--- config.mk ---
export PLATFORM = sky130hd
export DESIGN_NAME = array_allocator
export DESIGN_NICKNAME = d
export VERILOG_FILES = /design/src/rtl/array_allocator_pkg.sv /design/src/rtl/array_allocator_arbiter.sv /design/src/rtl/array_allocator.sv
export SDC_FILE = /design/constraint.sdc
export NUM_CORES = 1
export LEC_CHECK = 0
export ABC_AREA = 1
export BUFFER_PORTS_ARGS = -buffer_cell sky130_fd_sc_hd__buf_4
export CAP_MARGIN = 5
export CORE_UTILIZATION = 50
export CTS_CLUSTER_DIAMETER = 150
export CTS_CLUSTER_SIZE = 10
export DETAILED_ROUTE_END_ITERATION = 6
export GPL_TIMING_DRIVEN = 0
export PLACE_DENSITY = 0.83
export SETUP_SLACK_MARGIN = 0.3
export SYNTH_ARGS = -nofsm -noshare
export SYNTH_HDL_FRONTEND = slang
export SYNTH_HIERARCHICAL = 1
export SYNTH_SLANG_ARGS = --single-unit
--- constraint.sdc ---
create_clock -name clock -period 5.87 [get_ports clock]
set_input_delay 0.8805 -clock clock [delete_from_list [all_inputs] [get_ports clock]]
set_output_delay 0.8805 -clock clock [all_outputs]
set_load 0.01 [all_outputs]
--- src/rtl/array_allocator_pkg.sv ---
// Shared types and constants for the array allocator / free-list manager.
// Optional live-bitmap checking is enabled by defining ARRAY_ALLOCATOR_CHECK_EN.
package array_allocator_pkg;

    localparam int unsigned IndexWidth = 12;

    typedef logic [IndexWidth-1:0] index_t;

    typedef enum logic [1:0] {
        StIdle,
        StExec,
        StResp
    } state_e;

    localparam logic OP_ALLOC = 1'b0;
    localparam logic OP_FREE  = 1'b1;

endpackage

--- src/rtl/array_allocator_arbiter.sv ---
// Two-way round-robin arbiter; the priority pointer only moves when a grant is issued.
module array_allocator_arbiter (
    input  logic       clock,
    input  logic       reset,
    input  logic [1:0] req_valid,
    input  logic       enable,
    output logic [1:0] grant,
    output logic       grant_idx
);

    logic prio_q;

    always_comb begin
        grant     = 2'b00;
        grant_idx = 1'b0;
        if (enable) begin
            if (req_valid == 2'b11) begin
                grant_idx = prio_q;
            end else begin
                grant_idx = req_valid[1];
            end
            if (|req_valid) begin
                grant = grant_idx ? 2'b10 : 2'b01;
            end
        end
    end

    always_ff @(posedge clock or posedge reset) begin
        if (reset) begin
            prio_q <= 1'b0;
        end else if (|grant) begin
            prio_q <= ~grant_idx;
        end
    end

endmodule

--- src/rtl/array_allocator.sv ---
// Array allocator: LIFO reuse of freed arrays, then fresh indices, shared by two requesters.
// Defining ARRAY_ALLOCATOR_CHECK_EN adds a live bitmap that rejects frees of non-live arrays.
module array_allocator
    import array_allocator_pkg::*;
#(
    parameter int unsigned NArrays            = 4,
    parameter int unsigned MemoryElementWidth = IndexWidth
) (
    input  logic                          clock,
    input  logic                          reset,
    input  logic [1:0]                    req_valid,
    input  logic [1:0]                    req_free,
    input  logic [MemoryElementWidth-1:0] req_array0,
    input  logic [MemoryElementWidth-1:0] req_array1,
    output logic [1:0]                    req_ready,
    output logic [1:0]                    resp_valid,
    output logic                          resp_ok,
    output logic [MemoryElementWidth-1:0] resp_array,
    output logic                          size_clear,
    output logic [MemoryElementWidth-1:0] size_index,
    output logic [MemoryElementWidth-1:0] allocs,
    output logic [MemoryElementWidth-1:0] free_count
);

    localparam int unsigned PtrW = (NArrays > 1) ? $clog2(NArrays) : 1;
    localparam logic [MemoryElementWidth-1:0] Limit = MemoryElementWidth'(NArrays);
    localparam logic [MemoryElementWidth-1:0] One   = MemoryElementWidth'(1);

    state_e                        state_q, state_d;
    logic                          op_q;
    logic                          who_q;
    logic [MemoryElementWidth-1:0] arr_q;
    logic                          ok_q, ok_d;
    logic [MemoryElementWidth-1:0] res_q, res_d;
    logic [MemoryElementWidth-1:0] allocs_q, allocs_d;
    logic [MemoryElementWidth-1:0] fc_q, fc_d;
    logic [MemoryElementWidth-1:0] freed [NArrays];
    logic                          push;
    logic [PtrW-1:0]               top_ptr;
    logic [PtrW-1:0]               push_ptr;
    logic                          live_ok;
    logic [1:0]                    grant;
    logic                          grant_idx;
    logic                          arb_enable;

    // Gated by reset so req_ready is already 0 while reset is held.
    assign arb_enable = (state_q == StIdle) && !reset;

    array_allocator_arbiter u_arbiter (
        .clock     (clock),
        .reset     (reset),
        .req_valid (req_valid),
        .enable    (arb_enable),
        .grant     (grant),
        .grant_idx (grant_idx)
    );

    assign top_ptr  = fc_q[PtrW-1:0] - PtrW'(1);
    assign push_ptr = fc_q[PtrW-1:0];

`ifdef ARRAY_ALLOCATOR_CHECK_EN
    logic [NArrays-1:0] live_q, live_d;

    assign live_ok = live_q[arr_q[PtrW-1:0]];

    always_ff @(posedge clock or posedge reset) begin
        if (reset) begin
            live_q <= '0;
        end else begin
            live_q <= live_d;
        end
    end
`else
    assign live_ok = 1'b1;
`endif

    always_comb begin
        state_d  = state_q;
        ok_d     = ok_q;
        res_d    = res_q;
        allocs_d = allocs_q;
        fc_d     = fc_q;
        push     = 1'b0;
`ifdef ARRAY_ALLOCATOR_CHECK_EN
        live_d   = live_q;
`endif
        unique case (state_q)
            StIdle: begin
                if (|grant) begin
                    state_d = StExec;
                end
            end
            StExec: begin
                state_d = StResp;
                ok_d    = 1'b0;
                res_d   = '0;
                if (op_q == OP_ALLOC) begin
                    if (fc_q != '0) begin
                        ok_d  = 1'b1;
                        res_d = freed[top_ptr];
                        fc_d  = fc_q - One;
                    end else if (allocs_q < Limit) begin
                        ok_d     = 1'b1;
                        res_d    = allocs_q;
                        allocs_d = allocs_q + One;
                    end
`ifdef ARRAY_ALLOCATOR_CHECK_EN
                    if (ok_d) begin
                        live_d[res_d[PtrW-1:0]] = 1'b1;
                    end
`endif
                end else if ((arr_q < Limit) && (fc_q != Limit) && live_ok) begin
                    ok_d = 1'b1;
                    push = 1'b1;
                    fc_d = fc_q + One;
`ifdef ARRAY_ALLOCATOR_CHECK_EN
                    live_d[arr_q[PtrW-1:0]] = 1'b0;
`endif
                end
            end
            StResp: begin
                state_d = StIdle;
            end
            default: begin
                state_d = StIdle;
            end
        endcase
    end

    always_ff @(posedge clock or posedge reset) begin
        if (reset) begin
            state_q  <= StIdle;
            op_q     <= OP_ALLOC;
            who_q    <= 1'b0;
            arr_q    <= '0;
            ok_q     <= 1'b0;
            res_q    <= '0;
            allocs_q <= '0;
            fc_q     <= '0;
        end else begin
            state_q  <= state_d;
            ok_q     <= ok_d;
            res_q    <= res_d;
            allocs_q <= allocs_d;
            fc_q     <= fc_d;
            if (|grant) begin
                op_q  <= req_free[grant_idx];
                who_q <= grant_idx;
                arr_q <= grant_idx ? req_array1 : req_array0;
            end
        end
    end

    // Stack contents are don't-care after reset, so no reset branch here.
    always_ff @(posedge clock) begin
        if (push) begin
            freed[push_ptr] <= arr_q;
        end
    end

    assign req_ready  = grant;
    assign resp_valid = (state_q == StResp) ? {who_q, ~who_q} : 2'b00;
    assign resp_ok    = (state_q == StResp) && ok_q;
    assign resp_array = resp_ok ? res_q : '0;
    assign size_clear = resp_ok && (op_q == OP_ALLOC);
    assign size_index = size_clear ? res_q : '0;
    assign allocs     = allocs_q;
    assign free_count = fc_q;

endmodule

==> reports/summary.txt <==
Run status - finished, final reports clean
Pwr/cell area - 470 mW/mm^2
Avg Inst Size Synth - 9.13 um^2
CTS tree - yes
Final setup violation count - 0
Clock Tree Root - clkbuf_8
Die Wd - 101 um
Crit-path max FO - 12
Post-place setup slack - 2970 ps
Crit Reg-Reg Startpoint - free_count[0]$_DFFE_PP0P_
Row count - 35
Final Wtd Congestion - 0.817
Skew-Pair Late Insertion Delay - 370 ps
Final worst setup slack - 3000 ps
Most frequent CP cell - buf_2
Congestion Overflow GR - 0
CP max-delay cell - nor2_1
CP Data Required Time - 5850 ps
Post-DP HPWL - 7740 um
Crit Path Class - flop to flop
Pin count of the biggest net entering global routing - 43
Initial drt markers - 269
Final Hold Fails - 0
CTS max path bufs - 2
Synth-to-Final Area Change - 20.2%
Largest delay share family, worst path - simple AND/OR/NAND/NOR gates
Leakage Power - 2.73 nW
Worst R2R Path Depth - 9
Critical Path Source Type - flop
Simple-gate share of the synthesized area - 20.5%
Post-synthesis mux area share - 0%
Mapped Area - 0.00485 mm^2
Tightest Pin Transition - 1140 ps
Pre-antenna DRT Iters - 4
Initial Utilization - 52.0%
Core area - 0.00933 mm^2
Total CTS buffers - 9
Syn_nets - 578
Initial antenna violation count - 0
Final worst path period need - 2870 ps
Post-Synth Adder-Cell Area - 4.28%
Per-cell routed wire length - 13.8 um
Worst vdd ir - 0.209 mV
Hold-fix buffers, CTS - 0
Largest stage delay on the critical path - 870 ps
Crit path DAT - 2860 ps
Critical path buffer and inverter count - 4
First-pass GRT wire length - 17300 um
Synth unique cells - 33
FF-to-FF setup slack - 3000 ps
Final wirelength - 10500 um
Max-cap violations - 0
Setup bufs post-CTS - 0
Ports - 84
NumNets Final - 673
Fmax - 348 MHz
Vias in the first global route - 3671
DR DRC count - 0
ANT nets after route - 0
PostCTS Resize Cnt - 0
DR vias - 3881
Vias/cell - 5.10
Cells after Synth - 532
Fraction of final layout cells with drive strength greater than 1 - 19.0%
Hold Crit Class - input port to async pin
Combinational family with the most area after synthesis - simple AND/OR/NAND/NOR gates
Unrepaired setup endpoints after global routing - no
Register area share after synthesis - 57.5%
GRT Total Usage - 22.3%
Layout Skew - 12.8 ps
Antenna diode count - 0
Synth Area in Compound Gates - 9.72%
TritonCTS Sinks - 102
Register bit total from synthesis - 102
Clk slew on worst S/H paths - 100 ps
Number of H-tree levels - 3
Setup TNS - 0 ps
WHS - 366 ps
Worst R2R End - freed[0][0]$_DFFE_PP_
Die height - 101 um
Slew HR - 24.0%
Yosys warning count - 6
Crit-path cells - buf_2, inv_2, buf_2, ha_1, inv_1, nor3_1, nand2_1, nand2_2, nor2_1
Slew Limit Fails - 0
XOR/XNOR share of the synthesized area - 1.44%
Die area - 0.0101 mm^2
Tcrit/Tclk final - 48.9%
CP Capture Type - flop
Port buffer count - 83
-- flip-flops by register name, indices dropped and copies added (netlist names) --
signal,cells
op_q,1
free_count,12
arr_q,12
state_q,2
allocs,12
res_q,12
who_q,1
ok_q,1
u_arbiter/prio_q,1
freed,48
-- synthesized netlist by cell type --
master | count | share of area [%]
or2_2 | 2 | 0.26
ha_1 | 15 | 3.9
nor2_4 | 1 | 0.23
buf_1 | 2 | 0.15
a22oi_1 | 2 | 0.31
nor3_1 | 2 | 0.21
o21ai_1 | 3 | 0.31
nand3b_1 | 1 | 0.15
nor2_1 | 85 | 6.6
a21oi_1 | 36 | 3.7
edfxtp_1 | 48 | 30
buf_2 | 6 | 0.62
nand2_1 | 121 | 9.4
clkbuf_1 | 14 | 1.1
fa_1 | 1 | 0.41
buf_6 | 1 | 0.23
nor3_4 | 1 | 0.34
dfrtp_1 | 54 | 28
nand2_4 | 1 | 0.23
a31o_2 | 1 | 0.18
o211ai_1 | 2 | 0.31
o22ai_1 | 12 | 1.5
inv_1 | 54 | 4.2
nand2_2 | 1 | 0.13
xnor2_1 | 2 | 0.36
nand3_2 | 1 | 0.21
inv_2 | 4 | 0.31
nand3_1 | 22 | 2.3
xor2_1 | 6 | 1.1
o21bai_1 | 1 | 0.15
o21ai_0 | 21 | 2.2
a32o_1 | 5 | 1.0
nand4_1 | 4 | 0.52
-- power breakdown --
group	leakage, nW	switching (W)	internal [W]	total (W)
clock	0.0879	0.000250	0.000159	0.000409
sequential	1.11	0.000152	0.000932	0.00108
combinational	1.53	0.000775	0.000476	0.00125
-- placed cells by master (no fill, tap or decap), drive strengths merged --
master | synthesis | final
nor3 | 3 | 3
fa | 1 | 1
clkbuf | 14 | 23
a21oi | 36 | 36
o21bai | 1 | 1
dfrtp | 54 | 54
or2 | 2 | 2
o22ai | 12 | 12
inv | 58 | 61
nand4 | 4 | 4
buf | 9 | 93
nand3 | 23 | 23
ha | 15 | 15
edfxtp | 48 | 48
a32o | 5 | 5
a22oi | 2 | 2
o21ai | 24 | 24
nand2 | 123 | 123
clkinv | 0 | 2
a31o | 1 | 1
xnor2 | 2 | 2
xor2 | 6 | 6
nor2 | 86 | 86
o211ai | 2 | 2
nand3b | 1 | 1
clkinvlp | 0 | 2
-- worst reg2reg max path: stages, from the launching register on --
cell	delay, ps
dfrtp_1	470
buf_2	260
inv_2	110
buf_2	210
ha_1	220
inv_1	90
nor3_1	50
nand2_1	100
nand2_2	110
nor2_1	870
-- per-stage QoR --
| stage | std cells | util (%) | power (W) | instance area [um^2] |
|---|---|---|---|---|
| finish | 761 | 62.6 | 0.00274 | 5840 |
| detailed placement | 745 | 60.7 | 0.00234 | 5660 |
| global route | 761 | 62.6 | 0.00297 | 5840 |
| floorplan | 532 | - | 0.00194 | 4850 |
| global placement | 744 | 60.5 | 0.00229 | 5640 |
| CTS | 761 | 62.6 | 0.00275 | 5840 |
-- how the worst max path moves through the flow --
| stage | start | endpoint | slack [ps] | cells after the start |
|---|---|---|---|---|
| 3_5_place_dp | free_count[0]$_DFFE_PP0P_ | freed[0][7]$_DFFE_PP_ | 2970 | 9 |
| 6_report | free_count[0]$_DFFE_PP0P_ | freed[0][0]$_DFFE_PP_ | 3000 | 9 |
| 2_1_floorplan | free_count[0]$_DFFE_PP0P_ | freed[1][0]$_DFFE_PP_ | 3560 | 9 |
| 4_1_cts | free_count[0]$_DFFE_PP0P_ | freed[0][10]$_DFFE_PP_ | 2940 | 9 |
| 5_1_grt | free_count[0]$_DFFE_PP0P_ | freed[0][10]$_DFFE_PP_ | 2810 | 9 |
| 3_3_place_gp | free_count[0]$_DFFE_PP0P_ | freed[0][7]$_DFFE_PP_ | 2970 | 9 |
-- per-layer routing --
| layer | share of wire (%) | global-route usage, % | up-vias |
|---|---|---|---|
| met1 | 45 | 30.3 | 1808 |
| li1 | - | - | 1934 |
| met5 | 0 | 0 | - |
| met2 | 48 | 36.6 | 127 |
| met4 | 1.2 | 6.13 | 0 |
| met3 | 5.9 | 4.72 | 12 |
-- final cells by class --
cell class                      instances  area [um^2]
Fill cell                             792         3490
Sequential cell                       102         2790
Multi-Input combinational cell        349         1740
Timing Repair Buffer                   84          643
Inverter                               58          218
Tap cell                              129          161
Clock buffer                            9          124
Buffer                                 23          101
Clock inverter                          7         53.8
-- cells by family after synthesis --
| kind of cell | Yosys count |
|---|---|
| buffers and inverters | 81 |
| DFF | 102 |
| adders and majority gates | 16 |
| AOI/OAI and AO/OA | 83 |
| and+or+nand+nor | 242 |
| xor gates and xnor gates | 8 |
Note: power is estimated with default switching activity, not from simulation.
